## config.mk

```make
export PLATFORM = sky130hd
export DESIGN_NAME = imem_loader_flat
export DESIGN_NICKNAME = d
export VERILOG_FILES = /design/src/rtl/imem_loader_if.sv /design/src/rtl/imem_loader.sv /design/src/flat_wrapper.sv
export SDC_FILE = /design/constraint.sdc
export NUM_CORES = 1
export LEC_CHECK = 0
export CORE_ASPECT_RATIO = 0.5
export CORE_MARGIN = 1.5
export CORE_UTILIZATION = 42
export CTS_CLUSTER_SIZE = 20
export DETAILED_ROUTE_END_ITERATION = 12
export GPL_TIMING_DRIVEN = 0
export PLACE_DENSITY = 0.83
export SYNTH_ARGS = -nofsm -noshare
export SYNTH_HDL_FRONTEND = slang
export SYNTH_SLANG_ARGS = --single-unit
```

## constraint.sdc

```tcl
create_clock -name clk -period 2.07 [get_ports clk]
set_clock_uncertainty 0.15 [all_clocks]
set_input_delay 0.207 -clock clk [delete_from_list [all_inputs] [get_ports clk]]
set_output_delay 0.207 -clock clk [all_outputs]
set_load 0.005 [all_outputs]
```

## src/rtl/imem_loader_if.sv

```systemverilog
// Host-side word stream plus byte-wide write port of the instruction memory loader.
// Latency/backpressure live in the loader; this only bundles the signals.
interface imem_loader_if #(
  parameter int ADDR_W = 8,
  parameter int CNT_W  = 7
);
  logic              start;
  logic [ADDR_W-1:0] base_addr;
  logic [CNT_W-1:0]  word_count;
  logic              in_valid;
  logic [31:0]       in_data;
  logic              in_ready;
  logic              mem_we;
  logic [ADDR_W-1:0] mem_addr;
  logic [7:0]        mem_wdata;
  logic              busy;
  logic              done;
  logic [CNT_W-1:0]  words_written;

  modport master (
    output start, base_addr, word_count, in_valid, in_data,
    input  in_ready, mem_we, mem_addr, mem_wdata, busy, done, words_written
  );

  modport slave (
    input  start, base_addr, word_count, in_valid, in_data,
    output in_ready, mem_we, mem_addr, mem_wdata, busy, done, words_written
  );
endinterface

```

## src/rtl/imem_loader.sv

```systemverilog
// Splits 32-bit words into four big-endian byte writes (MSB at lowest address).
// 5 cycles per word (1 accept + 4 writes); in_ready only in WAIT_WORD, so the host is stalled during writes.
module imem_loader #(
  parameter int ADDR_W = 8,
  parameter int CNT_W  = 7
) (
  input logic          clk,
  input logic          rst_n,
  imem_loader_if.slave bus
);
  localparam logic [1:0] IDLE      = 2'd0;
  localparam logic [1:0] WAIT_WORD = 2'd1;
  localparam logic [1:0] WRITE     = 2'd2;
  localparam logic [1:0] DONE      = 2'd3;

  logic [1:0]        state;
  logic [ADDR_W-1:0] addr;
  logic [CNT_W-1:0]  remaining;
  logic [CNT_W-1:0]  words_written;
  logic [31:0]       word;
  logic [1:0]        byte_idx;

  always_ff @(posedge clk or negedge rst_n) begin
    if (!rst_n) begin
      state         <= IDLE;
      addr          <= '0;
      remaining     <= '0;
      words_written <= '0;
      word          <= '0;
      byte_idx      <= '0;
    end else begin
      case (state)
        IDLE: begin
          if (bus.start) begin
            words_written <= '0;
            if (bus.word_count != '0) begin
              addr      <= bus.base_addr;
              remaining <= bus.word_count;
              state     <= WAIT_WORD;
            end else begin
              state <= DONE;
            end
          end
        end
        WAIT_WORD: begin
          if (bus.in_valid) begin
            word     <= bus.in_data;
            byte_idx <= 2'd0;
            state    <= WRITE;
          end
        end
        WRITE: begin
          // Address wraps silently at the top of memory.
          addr     <= addr + ADDR_W'(1);
          byte_idx <= byte_idx + 2'd1;
          if (byte_idx == 2'd3) begin
            remaining     <= remaining - CNT_W'(1);
            words_written <= words_written + CNT_W'(1);
            state         <= (remaining == CNT_W'(1)) ? DONE : WAIT_WORD;
          end
        end
        DONE:    state <= IDLE;
        default: state <= IDLE;
      endcase
    end
  end

  // Byte 0 is word[31:24]; low bit index is 8*(3-byte_idx).
  assign bus.mem_wdata     = word[{~byte_idx, 3'b000} +: 8];
  assign bus.mem_addr      = addr;
  assign bus.mem_we        = (state == WRITE);
  assign bus.in_ready      = (state == WAIT_WORD);
  assign bus.busy          = (state == WAIT_WORD) || (state == WRITE);
  assign bus.done          = (state == DONE);
  assign bus.words_written = words_written;
endmodule
```

## src/flat_wrapper.sv

```systemverilog
// flat-port wrapper written by rule: the top's interface ports become plain ports
module imem_loader_flat 
#(
  parameter int ADDR_W = 8,
  parameter int CNT_W  = 7
)
  (clk, rst_n, bus_start, bus_base_addr, bus_word_count, bus_in_valid, bus_in_data, bus_in_ready, bus_mem_we, bus_mem_addr, bus_mem_wdata, bus_busy, bus_done, bus_words_written);
  imem_loader_if #(.ADDR_W(ADDR_W), .CNT_W(CNT_W)) bus_i ();
  input logic clk;
  input logic rst_n;
  input wire logic [$bits(bus_i.start)-1:0] bus_start;
  input wire logic [$bits(bus_i.base_addr)-1:0] bus_base_addr;
  input wire logic [$bits(bus_i.word_count)-1:0] bus_word_count;
  input wire logic [$bits(bus_i.in_valid)-1:0] bus_in_valid;
  input wire logic [$bits(bus_i.in_data)-1:0] bus_in_data;
  output wire logic [$bits(bus_i.in_ready)-1:0] bus_in_ready;
  output wire logic [$bits(bus_i.mem_we)-1:0] bus_mem_we;
  output wire logic [$bits(bus_i.mem_addr)-1:0] bus_mem_addr;
  output wire logic [$bits(bus_i.mem_wdata)-1:0] bus_mem_wdata;
  output wire logic [$bits(bus_i.busy)-1:0] bus_busy;
  output wire logic [$bits(bus_i.done)-1:0] bus_done;
  output wire logic [$bits(bus_i.words_written)-1:0] bus_words_written;
  assign bus_i.start = bus_start;
  assign bus_i.base_addr = bus_base_addr;
  assign bus_i.word_count = bus_word_count;
  assign bus_i.in_valid = bus_in_valid;
  assign bus_i.in_data = bus_in_data;
  assign bus_in_ready = bus_i.in_ready;
  assign bus_mem_we = bus_i.mem_we;
  assign bus_mem_addr = bus_i.mem_addr;
  assign bus_mem_wdata = bus_i.mem_wdata;
  assign bus_busy = bus_i.busy;
  assign bus_done = bus_i.done;
  assign bus_words_written = bus_i.words_written;
  imem_loader #(.ADDR_W(ADDR_W), .CNT_W(CNT_W)) u_core (.clk(clk), .rst_n(rst_n), .bus(bus_i));
endmodule
```

# Word level (Yosys, flattened, before mapping)
# Cells that the tools add are included.
[word_totals]
regBits = 58
input_bits = 51
out_inout_bits = 27
elab_cells = 50
[op_classes]
n_addsub = 4
n_eq_ne = 9
n_shift = 1
n_mux = 18
bitwise_logic = 1
n_reduce_logical = 11
[op_table]
columns = ["operator", "n"]
rows = [
  ["$mux W7", 5],
  ["$shiftx A32 B6 Y8", 1],
  ["$pmux W7 S2", 2],
  ["$mux W8", 2],
  ["$pmux W8 S2", 1],
  ["$mux W2", 6],
  ["$reduce_and A3 Y1", 3],
  ["$add A8 B1 Y8 const B", 1],
  ["$pmux W2 S4", 1],
  ["$add A7 B1 Y7 const B", 1],
  ["$eq A7 B1 Y1 const B", 1],
  ["$reduce_bool A7 Y1", 1],
  ["$sub A7 B1 Y7 const B", 1],
  ["$eq A2 B2 Y1 const B", 3],
  ["$ne A2 B1 Y1 const B", 2],
  ["$ne A2 B2 Y1 const B", 2],
  ["$pmux W2 S2", 1],
  ["$reduce_and A2 Y1", 2],
  ["$reduce_and A4 Y1", 1],
  ["$reduce_bool A2 Y1", 2],
  ["$add A2 B1 Y2 const B", 1],
  ["$eq A2 B1 Y1 const B", 1],
  ["$logic_not A2 Y1", 1],
  ["$not A2 Y2", 1],
  ["$logic_or A1 B1 Y1", 1],
]

# Logic depth before layout (Yosys ltp)
[depth]
depth_word = 4
depth_mapped = 9
mapped_depth_nobuf = 6

# Least setup slack after synthesis
# Ideal clock, no wire load.
[synth_timing]
path_kind = "reg-to-reg"
from = "reg u_core.state[0]"
to = "reg u_core.remaining[2]"
setup_time_ps = 124
arrival_ps = 1912
required_ps = 1796
slack_ps = -116
stages_incl_launch_ff = 10
n_path_buf = 3
synth_period_minus_slack_ps = 2186
cell_sequence = "dfrtp_1 > inv_1 > ha_1 > buf_6 > nor2b_4 > or2_1 > buf_6 > or2_1 > buf_6 > a211o_1"
[synth_between]
elab_chain_len = 3
word_cells_on_any_way = 8
cone_classes = "4 x eq/ne; 1 x mux; 3 x reduce/logical"
[synth_lines]
columns = ["item", "line", "source"]
rows = [
  ["start: declaration", "imem_loader.sv:16", "logic [1:0] state;"],
  ["start signal: assignment", "imem_loader.sv:59", "state <= (remaining == CNT_W'(1)) ? DONE : WAIT_WORD;"],
  ["$eq A2 B2 Y1 (*)", "n/a", ""],
  ["named net bus_mem_we", "flat_wrapper.sv:17", "output wire logic [$bits(bus_i.mem_we)-1:0] bus_mem_we;"],
  ["$ne A2 B1 Y1 (no source line) / $reduce_bool A2 Y1 (equally long branches)", "n/a", ""],
  ["$reduce_and A4 Y1 (no source line)", "n/a", ""],
  ["end signal: assignment", "imem_loader.sv:38", "remaining <= bus.word_count;"],
  ["end signal: assignment", "imem_loader.sv:57", "remaining <= remaining - CNT_W'(1);"],
  ["end: declaration", "imem_loader.sv:18", "logic [CNT_W-1:0] remaining;"],
]
# The timed path passes the listed nets; every way through them passes the cells marked *.
# A chain may end at the register's enable or synchronous reset.

# Worst setup path after layout
[layout_timing]
from = "reg u_core.state[1]"
to = "reg u_core.remaining[3]"
[layout_between]
elab_chain_len = 3
word_cells_on_any_way = 8
cone_classes = "4 x eq/ne; 1 x mux; 3 x reduce/logical"
[layout_lines]
columns = ["item", "line", "source"]
rows = [
  ["$eq A2 B2 Y1 / $logic_not A2 Y1 (equally long branches)", "imem_loader.sv:32", "case (state)"],
  ["$ne A2 B1 Y1 (no source line), or another cell as far along", "n/a", ""],
  ["$reduce_and A4 Y1 (no source line)", "n/a", ""],
]
# Several ways; a longest one is shown, not always the timed one.

==> flow_summary.ini <==
[floorplanning]
start_util = 0.4495
row_count = 21
die_x_um = 124.9
core-area_um2 = 6937
die_y_um = 63.93
io_pins = 78
dieArea_um2 = 7981

[yosys]
syn-cell-area_um2 = 3118
syn_inst = 269
ys.flop_type = dfrtp_1
yosysTopAreaCellShare = 0.4655
synth_seq_area_share = 0.4655
async_flop_share = 1.000
yosys.cell_types.count = 51
yosys-top-cells-area = dfrtp_1 (47%), mux2_2 (12%), mux4_2 (5.8%)
synth-edff-count = 0
syn-num-nets = 330
ys.warnings.count = 0
synth_top_area_cell = dfrtp_1
syn_area_per_cell_um2 = 11.59
synth-seq-cells = 58

[finish]
fillers = 503
areaGrowthSynthToFinish_pct = 43.90
most-common-layout-cells = clkdlybuf4s50_1 (68), dfrtp_1 (57), mux2_2 (32)
drive_gt1_frac = 0.2547
seq_area_um2 = 1453
nNetsFinal = 429
mostFrequentLayoutCell = clkdlybuf4s50_1
multi_input_area_um2 = 1607
diodes = 0

[cts]
clk_pin_slew_worst_paths_ns = 0.05
clock-sinks = 58
clk_latency_ns = 0.33
ctsRootBufferMaster = clkbuf_16
cts.path.max_buffers = 2
cts-buffers-inserted = 9
htreeDepth = 3
cts_tree = yes

[timing]
worst_pin_slew_ns = 0.6975
setup_viol = 0
rsz0062_at_grt = true
fin_hold_ws_ns = 0.3132
fin_crit_sh = 0.9804
slew_violations = 0
hold_viol = 0
min_period_ns = 2.029
relSlewSlack = 0.5350
timing.fmax_mhz = 492.8
fin_tns_setup_ns = 0

[outcome]
outcome = complete, no violations

[power]
switching_share = 0.3393
p_int_mw = 4.363
vdd_ir_drop_max_mv = 0.6322
p_leak_nw = 1.879
power_density_nw_per_um2 = 1472
power.share.sequential = 0.313
comb_power_share = 0.463
clkPwrFrac = 0.225
power.switching_mw = 2.241
total_power_mw = 6.603

[global_routing]
grt_max_degree = 33
grt_pass1_wl_um = 13160
grt_overflow = 0
grt_pass1_vias = 2722
grt_use_total = 0.2134
grt_antenna_before_repair = 0

[critical_path]
arrival_ns = 2.09
crit_path_end_kind = flip-flop
crit_fanout = 7
worstSetupPathType = flip-flop to flip-flop
start_kind = flip-flop
cp_slowest_stage_delay_ns = 0.42
slowest_stage = dfrtp_1
worstPathCellList = inv_2, ha_2, mux2i_1, or2_1, buf_6, or2_4, a211o_1
crit_required_ns = 2.13

[routing]
wl_per_cell_um = 17.42
first_pass_iters = 4
viasPerCell = 5.501
drc = 0
antenna_left = 0
wl_um = 8100
num_vias = 2558
drtIter0Drc = 199

[run]
max_cap_viol_count = 0

[place]
io_buffers = 77
routabilityCongestion = 0.8528
place_hpwl_um = 5668

[hold_path]
hold_class = primary input to asynchronous set/reset pin
-- kinds of logic after synthesis --
group / synth area share
and+or+nand+nor: 0.1392
DFF: 0.4655
muxes: 0.1926
AOI/OAI and AO/OA: 0.1071
buffers and inverters: 0.04133
adders and majority gates: 0.04013
xor gates and xnor gates: 0.01404
-- power groups by stage --
stage / Clock [mW] / Combinational (mW) / Sequential, mW
detailed placement: 0 / 2.88 / 2.06
CTS: 1.50 / 2.92 / 2.05
floorplan: 0 / 1.85 / 1.95
global route: 1.55 / 3.32 / 2.13
global placement: 0 / 2.77 / 2.00
finish: 1.48 / 3.05 / 2.06
-- per-layer routing --
layer,global-route usage,part of all wire,vias to the layer above
met5,0,0,-
met1,0.2519,0.42,1253
li1,-,-,1193
met2,0.3709,0.50,97
met4,0.07813,0.015,0
met3,0.06868,0.064,15
-- state kept, by name, indices dropped and copies added, names as in the netlist --
signal / count
u_core.remaining: 7
u_core.state: 2
u_core.bus.mem_addr: 8
u_core.byte_idx: 2
u_core.word: 32
u_core.bus.words_written: 7
-- timing repair --
item,CTS,global route
setup buffers,7,3
endpoints found under the setup margin,52,22
pin swaps,6,1
resized for setup,20,16
hold buffers,1,0
endpoints found under the hold margin,26,0
cloned,0,1
-- per-stage QoR --
step           area, µm²    util  worst slack, ns  instances
2_1_floorplan       3133       -         0.001997        269
6_report            4487  0.6468          0.04057        465
5_1_grt             4487  0.6468         -0.02684        465
4_1_cts             4399  0.6342          0.01291        462
3_3_place_gp        4019  0.5794           -1.159        438
3_5_place_dp        4034  0.5815          -0.2543        439
-- synth_stat cells, types with 2 or more instances --
master,count
nor3_1,7
or2_1,2
mux2_2,32
or4_1,2
o32ai_1,2
nand3_1,9
a22oi_1,3
nand2b_1,3
nand2_1,19
o22ai_1,2
a31oi_1,2
o21ai_0,9
nor3b_1,2
and3_1,2
buf_6,4
o41ai_1,3
a22o_1,2
o22a_1,4
ha_1,10
inv_1,12
mux2i_1,6
o211ai_1,2
clkbuf_1,4
mux4_2,8
buf_1,5
o31ai_1,2
xnor2_1,5
a21oi_1,3
nor4_1,4
nor2_1,12
a211o_1,5
nor2b_1,4
dfrtp_1,58
nand4_1,2
nand3b_1,2
-- final cells by class --
type | count | share of cell area
Buffer | 12 | 0.01785
Clock buffer | 11 | 0.05410
Clock inverter | 5 | 0.01199
Inverter | 12 | 0.01004
Multi-Input combinational cell | 185 | 0.3581
Sequential cell | 58 | 0.3238
Tap cell | 92 | 0.02566
Timing Repair Buffer | 90 | 0.1985
-- path summary, 6_finish.rpt --
check	start	end	slack (ns)	depth (start not counted)
min in group clk	bus_in_data[8]	u_core.word[8]$_DFFE_PN0P_	0.34	2
max in group asynchronous	rst_n	u_core.word[27]$_DFFE_PN0P_	0.84	3
hold reg to reg	u_core.word[11]$_DFFE_PN0P_	u_core.word[11]$_DFFE_PN0P_	0.35	1
setup / recovery	u_core.state[1]$_DFFE_PN0P_	u_core.remaining[3]$_DFFE_PN0P_	0.04	7
setup reg to reg	u_core.state[1]$_DFFE_PN0P_	u_core.remaining[3]$_DFFE_PN0P_	0.04	7
hold / removal	rst_n	u_core.remaining[3]$_DFFE_PN0P_	0.31	2
-- critical path: cells and delay by family (launching register included) --
kind	cells	cell delay (ns)
mux	1	0.09
fa+ha+maj	1	0.22
simple gates	2	0.50
compound gates	1	0.29
buf+inv	2	0.23
flops	1	0.42
Note: power is estimated with default switching activity, not from simulation.
